$ cat config.mk
export PLATFORM = sky130hd
export DESIGN_NAME = csa_addsub_pipe
export DESIGN_NICKNAME = d
export VERILOG_FILES = /design/src/rtl/csa_pkg.sv /design/src/rtl/csa_skip_block.sv /design/src/rtl/csa_addsub_pipe.sv
export SDC_FILE = /design/constraint.sdc
export NUM_CORES = 1
export LEC_CHECK = 0
export CELL_PAD_IN_SITES_DETAIL_PLACEMENT = 0
export CELL_PAD_IN_SITES_GLOBAL_PLACEMENT = 1
export CORE_UTILIZATION = 27
export CTS_CLUSTER_DIAMETER = 80
export DETAILED_ROUTE_END_ITERATION = 6
export PLACE_DENSITY = 0.57
export SETUP_SLACK_MARGIN = 0.02
export SLEW_MARGIN = 10
export SYNTH_ARGS = -nofsm -noshare
export SYNTH_HDL_FRONTEND = slang
export SYNTH_SLANG_ARGS = --single-unit
$ cat constraint.sdc
create_clock -name clk -period 8.4 [get_ports clk]
set_input_delay 2.52 -clock clk [delete_from_list [all_inputs] [get_ports clk]]
set_output_delay 2.52 -clock clk [all_outputs]
set_load 0.01 [all_outputs]
$ cat src/rtl/csa_pkg.sv
// Shared definitions for the carry-skip adder/subtractor pipeline.
// Contents: op encoding, default geometry, and a helper that returns the
// two's-complement signed max/min for a given width (used by the optional
// CSA_SAT_EN saturation path).
package csa_pkg;

  localparam logic OP_ADD = 1'b0;
  localparam logic OP_SUB = 1'b1;

  localparam int CSA_WIDTH = 16;
  localparam int CSA_BLK   = 4;

  // Signed limit for a w-bit value, zero-extended to 64 bits.
  // neg=0 -> signed max (0111..1), neg=1 -> signed min (1000..0).
  function automatic logic [63:0] csa_signed_lim(input int unsigned w, input logic neg);
    logic [63:0] msb_only;
    msb_only = 64'd1 << (w - 1);
    return neg ? msb_only : (msb_only - 64'd1);
  endfunction

endpackage

$ cat src/rtl/csa_skip_block.sv
// One carry-skip block: BLK-bit ripple adder plus a skip mux.
// When every bit propagates, the block carry-out is taken straight from the
// block carry-in; otherwise the ripple carry is used. The ripple chain is
// always computed; only the mux chooses.
// Ports:
//   a, b  : BLK-bit operands (b already conditioned for SUB)
//   cin   : carry into the block
//   sum   : BLK-bit sum
//   cout  : carry out of the block (skip or ripple)
module csa_skip_block #(
  parameter int BLK = 4
) (
  input  logic [BLK-1:0] a,
  input  logic [BLK-1:0] b,
  input  logic           cin,
  output logic [BLK-1:0] sum,
  output logic           cout
);

  logic [BLK:0]   rc;
  logic [BLK-1:0] p;
  logic           skip;

  assign p    = a ^ b;
  assign skip = &p;

  always_comb begin
    rc    = '0;
    rc[0] = cin;
    for (int i = 0; i < BLK; i++) begin
      rc[i+1] = (a[i] & b[i]) | (p[i] & rc[i]);
    end
  end

  assign sum  = p ^ rc[BLK-1:0];
  assign cout = skip ? cin : rc[BLK];

endmodule

$ cat src/rtl/csa_addsub_pipe.sv
// Two-stage pipelined carry-skip adder/subtractor with valid/ready handshake.
// Stage 1 adds the lower WIDTH/2 bits and registers the mid carry together
// with the upper operand halves; stage 2 finishes the upper half and
// registers sum and flags. Throughput is one beat per cycle; in_ready is
// combinational from out_ready (no skid buffer).
// Optional build macro: CSA_SAT_EN -- when defined, a signed overflow
// saturates the sum to signed max/min (chosen by a[MSB]); ovf still reports 1.
// Ports:
//   clk, rst            : clock (rising edge), async active-high reset
//   in_valid / in_ready : input handshake
//   op                  : 0 = a+b, 1 = a-b
//   a, b                : WIDTH-bit operands
//   out_valid/out_ready : output handshake
//   sum, cout, ovf, zero: result and flags (cout=1 on SUB means no borrow)
module csa_addsub_pipe
  import csa_pkg::*;
#(
  parameter int WIDTH = CSA_WIDTH,
  parameter int BLK   = CSA_BLK
) (
  input  logic             clk,
  input  logic             rst,
  input  logic             in_valid,
  output logic             in_ready,
  input  logic             op,
  input  logic [WIDTH-1:0] a,
  input  logic [WIDTH-1:0] b,
  output logic             out_valid,
  input  logic             out_ready,
  output logic [WIDTH-1:0] sum,
  output logic             cout,
  output logic             ovf,
  output logic             zero
);

  localparam int H   = WIDTH / 2;
  localparam int NBH = H / BLK;

  if (((WIDTH % (2 * BLK)) != 0) || (BLK < 2)) begin : g_bad_geometry
    $fatal(1, "csa_addsub_pipe: WIDTH must be a multiple of 2*BLK and BLK >= 2");
  end

  logic s1_adv, s2_adv, accept;

  // ---------------- stage 0: operand conditioning, lower half ----------------
  logic [WIDTH-1:0] b_cond;
  logic [NBH:0]     lo_c;
  logic [H-1:0]     lo_sum_d;

  assign b_cond  = (op == OP_SUB) ? ~b : b;
  assign lo_c[0] = (op == OP_SUB);

  for (genvar k = 0; k < NBH; k++) begin : g_lo
    csa_skip_block #(.BLK(BLK)) u_blk (
      .a    (a[k*BLK +: BLK]),
      .b    (b_cond[k*BLK +: BLK]),
      .cin  (lo_c[k]),
      .sum  (lo_sum_d[k*BLK +: BLK]),
      .cout (lo_c[k+1])
    );
  end

  // ---------------- stage 1 registers ----------------
  logic         vld_p1_q;
  logic [H-1:0] lo_sum_p1_q;
  logic         mid_c_p1_q;
  logic [H-1:0] hi_a_p1_q;
  logic [H-1:0] hi_b_p1_q;

  assign s2_adv   = !out_valid | out_ready;
  assign s1_adv   = !vld_p1_q | s2_adv;
  assign in_ready = s1_adv;
  assign accept   = in_valid & s1_adv;

  always_ff @(posedge clk or posedge rst) begin
    if (rst) begin
      vld_p1_q <= 1'b0;
    end else if (s1_adv) begin
      vld_p1_q <= in_valid;
    end
  end

  // Data registers are governed by the valid bits, so they carry no reset.
  always_ff @(posedge clk) begin
    if (accept) begin
      lo_sum_p1_q <= lo_sum_d;
      mid_c_p1_q  <= lo_c[NBH];
      hi_a_p1_q   <= a[WIDTH-1:H];
      hi_b_p1_q   <= b_cond[WIDTH-1:H];
    end
  end

  // ---------------- stage 1 -> 2: upper half and flags ----------------
  logic [NBH:0]     hi_c;
  logic [H-1:0]     hi_sum;
  logic [WIDTH-1:0] sum_raw, sum_d;
  logic             ovf_d, zero_d, a_msb, b_msb;

  assign hi_c[0] = mid_c_p1_q;
  assign a_msb   = hi_a_p1_q[H-1];
  assign b_msb   = hi_b_p1_q[H-1];

  for (genvar k = 0; k < NBH; k++) begin : g_hi
    csa_skip_block #(.BLK(BLK)) u_blk (
      .a    (hi_a_p1_q[k*BLK +: BLK]),
      .b    (hi_b_p1_q[k*BLK +: BLK]),
      .cin  (hi_c[k]),
      .sum  (hi_sum[k*BLK +: BLK]),
      .cout (hi_c[k+1])
    );
  end

  always_comb begin
    sum_raw = {hi_sum, lo_sum_p1_q};
    ovf_d   = (a_msb == b_msb) & (sum_raw[WIDTH-1] != a_msb);
    sum_d   = sum_raw;
`ifdef CSA_SAT_EN
    // Overflow direction follows the operand sign: positive operands clamp high.
    if (ovf_d) begin
      sum_d = WIDTH'(csa_signed_lim(WIDTH, a_msb));
    end
`endif
    zero_d  = (sum_d == '0);
  end

  // ---------------- stage 2 registers (outputs) ----------------
  logic [WIDTH-1:0] sum_q;
  logic             cout_q, ovf_q, zero_q, out_valid_q;

  always_ff @(posedge clk or posedge rst) begin
    if (rst) begin
      out_valid_q <= 1'b0;
      sum_q       <= '0;
      cout_q      <= 1'b0;
      ovf_q       <= 1'b0;
      zero_q      <= 1'b1;
    end else if (s2_adv) begin
      out_valid_q <= vld_p1_q;
      if (vld_p1_q) begin
        sum_q  <= sum_d;
        cout_q <= hi_c[NBH];
        ovf_q  <= ovf_d;
        zero_q <= zero_d;
      end
    end
  end

  assign out_valid = out_valid_q;
  assign sum       = sum_q;
  assign cout      = cout_q;
  assign ovf       = ovf_q;
  assign zero      = zero_q;

endmodule

==> run summary <==
Final setup fails -> 0
Sinks on Clock Net -> 46
CTS tree -> built
Sw Pwr -> 183.9 uW
Hold Vio Cnt, Final -> 0
Worst path max stage delay -> 0.45 ns
Total power -> 659.9 uW
Routed WL -> 4.490 mm
FF-to-FF Start -> mid_c_p1_q
Syn_area_per_cell -> 14.31 um2
GPL Wtd Cong -> 0.7199
H-tree lvl count -> 2
Yosys top cell by area -> edfxtp_1
Fin util -> 0.3721
FF+latch count, synth -> 46
Clk_lat worst skew -> 0.30 ns
Layout cell share with drive strength beyond 1 -> 0.1319
Internal -> 476.0 uW
Area delta synth->final -> 32.49%
DRC -> 0
Post-synthesis instance area -> 0.002461 mm2
I/O Pins -> 58
Post-Syn Instances -> 172
CP cell instances -> clkdlybuf4s50_1 > buf_4 > xor2_1 > inv_2 > fa_1 > fa_1 > fa_1 > a41oi_1 > o21ai_2 > fa_1 > fa_1 > fa_1 > inv_1 > fa_1
Switch share -> 0.2787
Outcome -> finished clean
First-pass GRT wire length -> 7.251 mm
PwrDens -> 202.4 mW/mm2
RSZ-0062 raised after global routing -> false
Clock power share -> 0.235
Worst Hold Path Cells -> 2
Vias -> 1411
Leak -> 0.001380 uW
Reg clk slew, reported paths -> 0.09 ns
Netlist cell types -> 31
Worst path slowest cell -> clkdlybuf4s50_1
Die area -> 0.009501 mm2
Syn Nets -> 239
CTS Hold Bufs -> 0
YS warnings -> 0
Vias in the first global route -> 1455
# diodes -> 0
Maximum number of pins on one net before global-route repair -> 26
Critical Path RT -> 8.44 ns
Flop2flop setup slack -> 3.47 ns
Setup Buffers After CTS -> 0
Input/output buffers -> 57
CP Class -> in2reg
Final hold slack -> 0.4737 ns
VDD IR max -> 0.00008181 V
Fin crit period -> 6.608 ns
Worst-Margin Slew -> 0.8649 ns
Peak Freq -> 151.3 MHz
Fillers -> 863
CTS max path bufs -> 2
CP max FO -> 17
HPWL after DPL -> 3.462 mm
Slew HR -> 0.4228
Post-synthesis sequential area ratio -> 0.5191
Gate power share -> 0.299
Startpoint types -> input pin
Worst r2r path cells -> 15
Grt total ovfl -> 0
Initial antenna violation count -> 0
Most used cell, CP -> fa_1
Die Y -> 97.48 um
Initial Utilization -> 0.2808
Vias per cell -> 4.114
Die Span X -> 97.48 um
NumNets Final -> 301
Top-area cell type share of the netlist area -> 0.3050
Core area -> 0.008763 mm2
Reg2reg end -> zero
ANT nets after route -> 0
Routed len/inst -> 13.09 um
Worst min-delay path category -> reg2reg
Flop pwr share -> 0.467
Worst Setup End Kind -> register
Clock skew -> 0.01369 ns
Arrival @ worst endpoint -> 6.65 ns
CTS buffer count -> 5
Clk root buf -> clkbuf_8
PostCTS Resize Cnt -> 0
# rows -> 34
Hold_sp -> zero
Max-cap violations -> 0
Final Cycle Share -> 0.7866
Hold path endpoint -> zero
Initial DRT Pass Iterations -> 2
Overall routing resource usage -> 0.1004
Synth top area cells -> edfxtp_1 31%, dfrtp_1 20%, fa_1 12%, ha_1 7.6%, mux2_4 6.1%
Setup Total Neg Slack -> 0 ns
Max-slew violation count -> 0
Initial DRC count -> 24
## power by group through the flow
stage               logic, uW  registers, uW  clock network (uW)
finish                    197            308                 155
global route              217            314                 170
CTS                       202            309                 161
detailed placement        201            314                   0
global placement          199            313                   0
floorplan                90.1            321                   0
## kinds of logic (layout without fill, tap and decap cells)
group                    after synthesis  after routing  share of synthesized area
AO/OA/AOI/OAI                         10             10                    0.02440
XOR/XNOR                              17             17                    0.06355
adder cells (fa/ha/maj)               30             30                     0.1983
buffers and inverters                 31             94                    0.05287
flip-flops                            46             46                     0.5191
multiplexers                          16             16                    0.08795
AND/OR/NAND/NOR                       22             22                    0.05389
## how the worst max path moves through the flow
stage                           to  slack, ns  start
floorplan           lo_sum_p1_q[7]       2.14     op
global placement    lo_sum_p1_q[7]       1.50     op
detailed placement  lo_sum_p1_q[7]       1.42     op
CTS                 lo_sum_p1_q[7]       1.74     op
global route        lo_sum_p1_q[7]       1.55     op
finish              lo_sum_p1_q[7]       1.79     op
## state kept, by name, summed over array words and instances (netlist names)
register / flops
hi_a_p1_q: 8
ovf: 1
lo_sum_p1_q: 8
out_valid: 1
sum: 16
hi_b_p1_q: 8
mid_c_p1_q: 1
vld_p1_q: 1
zero: 1
cout: 1
## cells in the mapped netlist
master	n
a41oi_1	1
and2_1	1
buf_2	2
buf_4	1
buf_6	1
dfrtp_1	20
dfstp_2	1
edfxtp_1	25
fa_1	15
ha_1	15
inv_1	22
inv_2	5
mux2_1	4
mux2_2	1
mux2_4	10
mux2i_1	1
nand2_1	7
nand2_4	1
nand2b_1	2
nand2b_2	1
nand3_1	1
nand3b_1	1
nand4_1	4
nor4_1	2
nor4b_1	2
o21ai_0	1
o21ai_1	6
o21ai_2	1
o31ai_1	1
xor2_1	16
xor2_2	1
## stage by stage
| stage | instances | area, um2 | setup WS [ns] |
|---|---|---|---|
| 6_report | 343 | 3261 | 1.792 |
| 4_1_cts | 343 | 3261 | 1.743 |
| 3_3_place_gp | 335 | 3153 | 1.501 |
| 5_1_grt | 343 | 3261 | 1.550 |
| 2_1_floorplan | 172 | 2461 | 2.141 |
| 3_5_place_dp | 335 | 3153 | 1.420 |
## area by class of cell
| class | count | area [um2] | area share |
|---|---|---|---|
| well taps | 108 | 135.1 | 0.04144 |
| repair buffers | 59 | 585.6 | 0.1796 |
| multi-input cells | 95 | 1054 | 0.3231 |
| clock inverters | 2 | 13.76 | 0.004221 |
| flip-flops and latches | 46 | 1277 | 0.3918 |
| inverters | 27 | 101.3 | 0.03108 |
| clock buffers | 6 | 93.84 | 0.02878 |
## routing by layer
layer / part of all wire / global-route usage
met1: 0.44 / 0.1241
met2: 0.50 / 0.1694
met3: 0.041 / 0.02446
met4: 0.017 / 0.03733
met5: 0 / 0
## cells in the final DEF (no fill, tap or decap), types with 2 or more instances in the layout
cell type / n
nand2b_1: 2
clkbuf_8: 5
nor4_1: 2
dfrtp_1: 20
edfxtp_1: 25
fa_1: 15
clkdlybuf4s50_1: 57
xor2_1: 16
inv_2: 5
o21ai_1: 6
inv_1: 22
ha_1: 15
buf_4: 2
nor4b_1: 2
mux2_4: 10
mux2_1: 4
nand2_1: 7
nand4_1: 4
## critical path, delay by kind of cell
kind / cells / cell delay, ns
AO/OA/AOI/OAI: 2 / 0.30
adder cells (fa/ha/maj): 7 / 2.71
XOR/XNOR: 1 / 0.25
buffers and inverters: 4 / 0.87
Power figures use the tool's default switching activity.
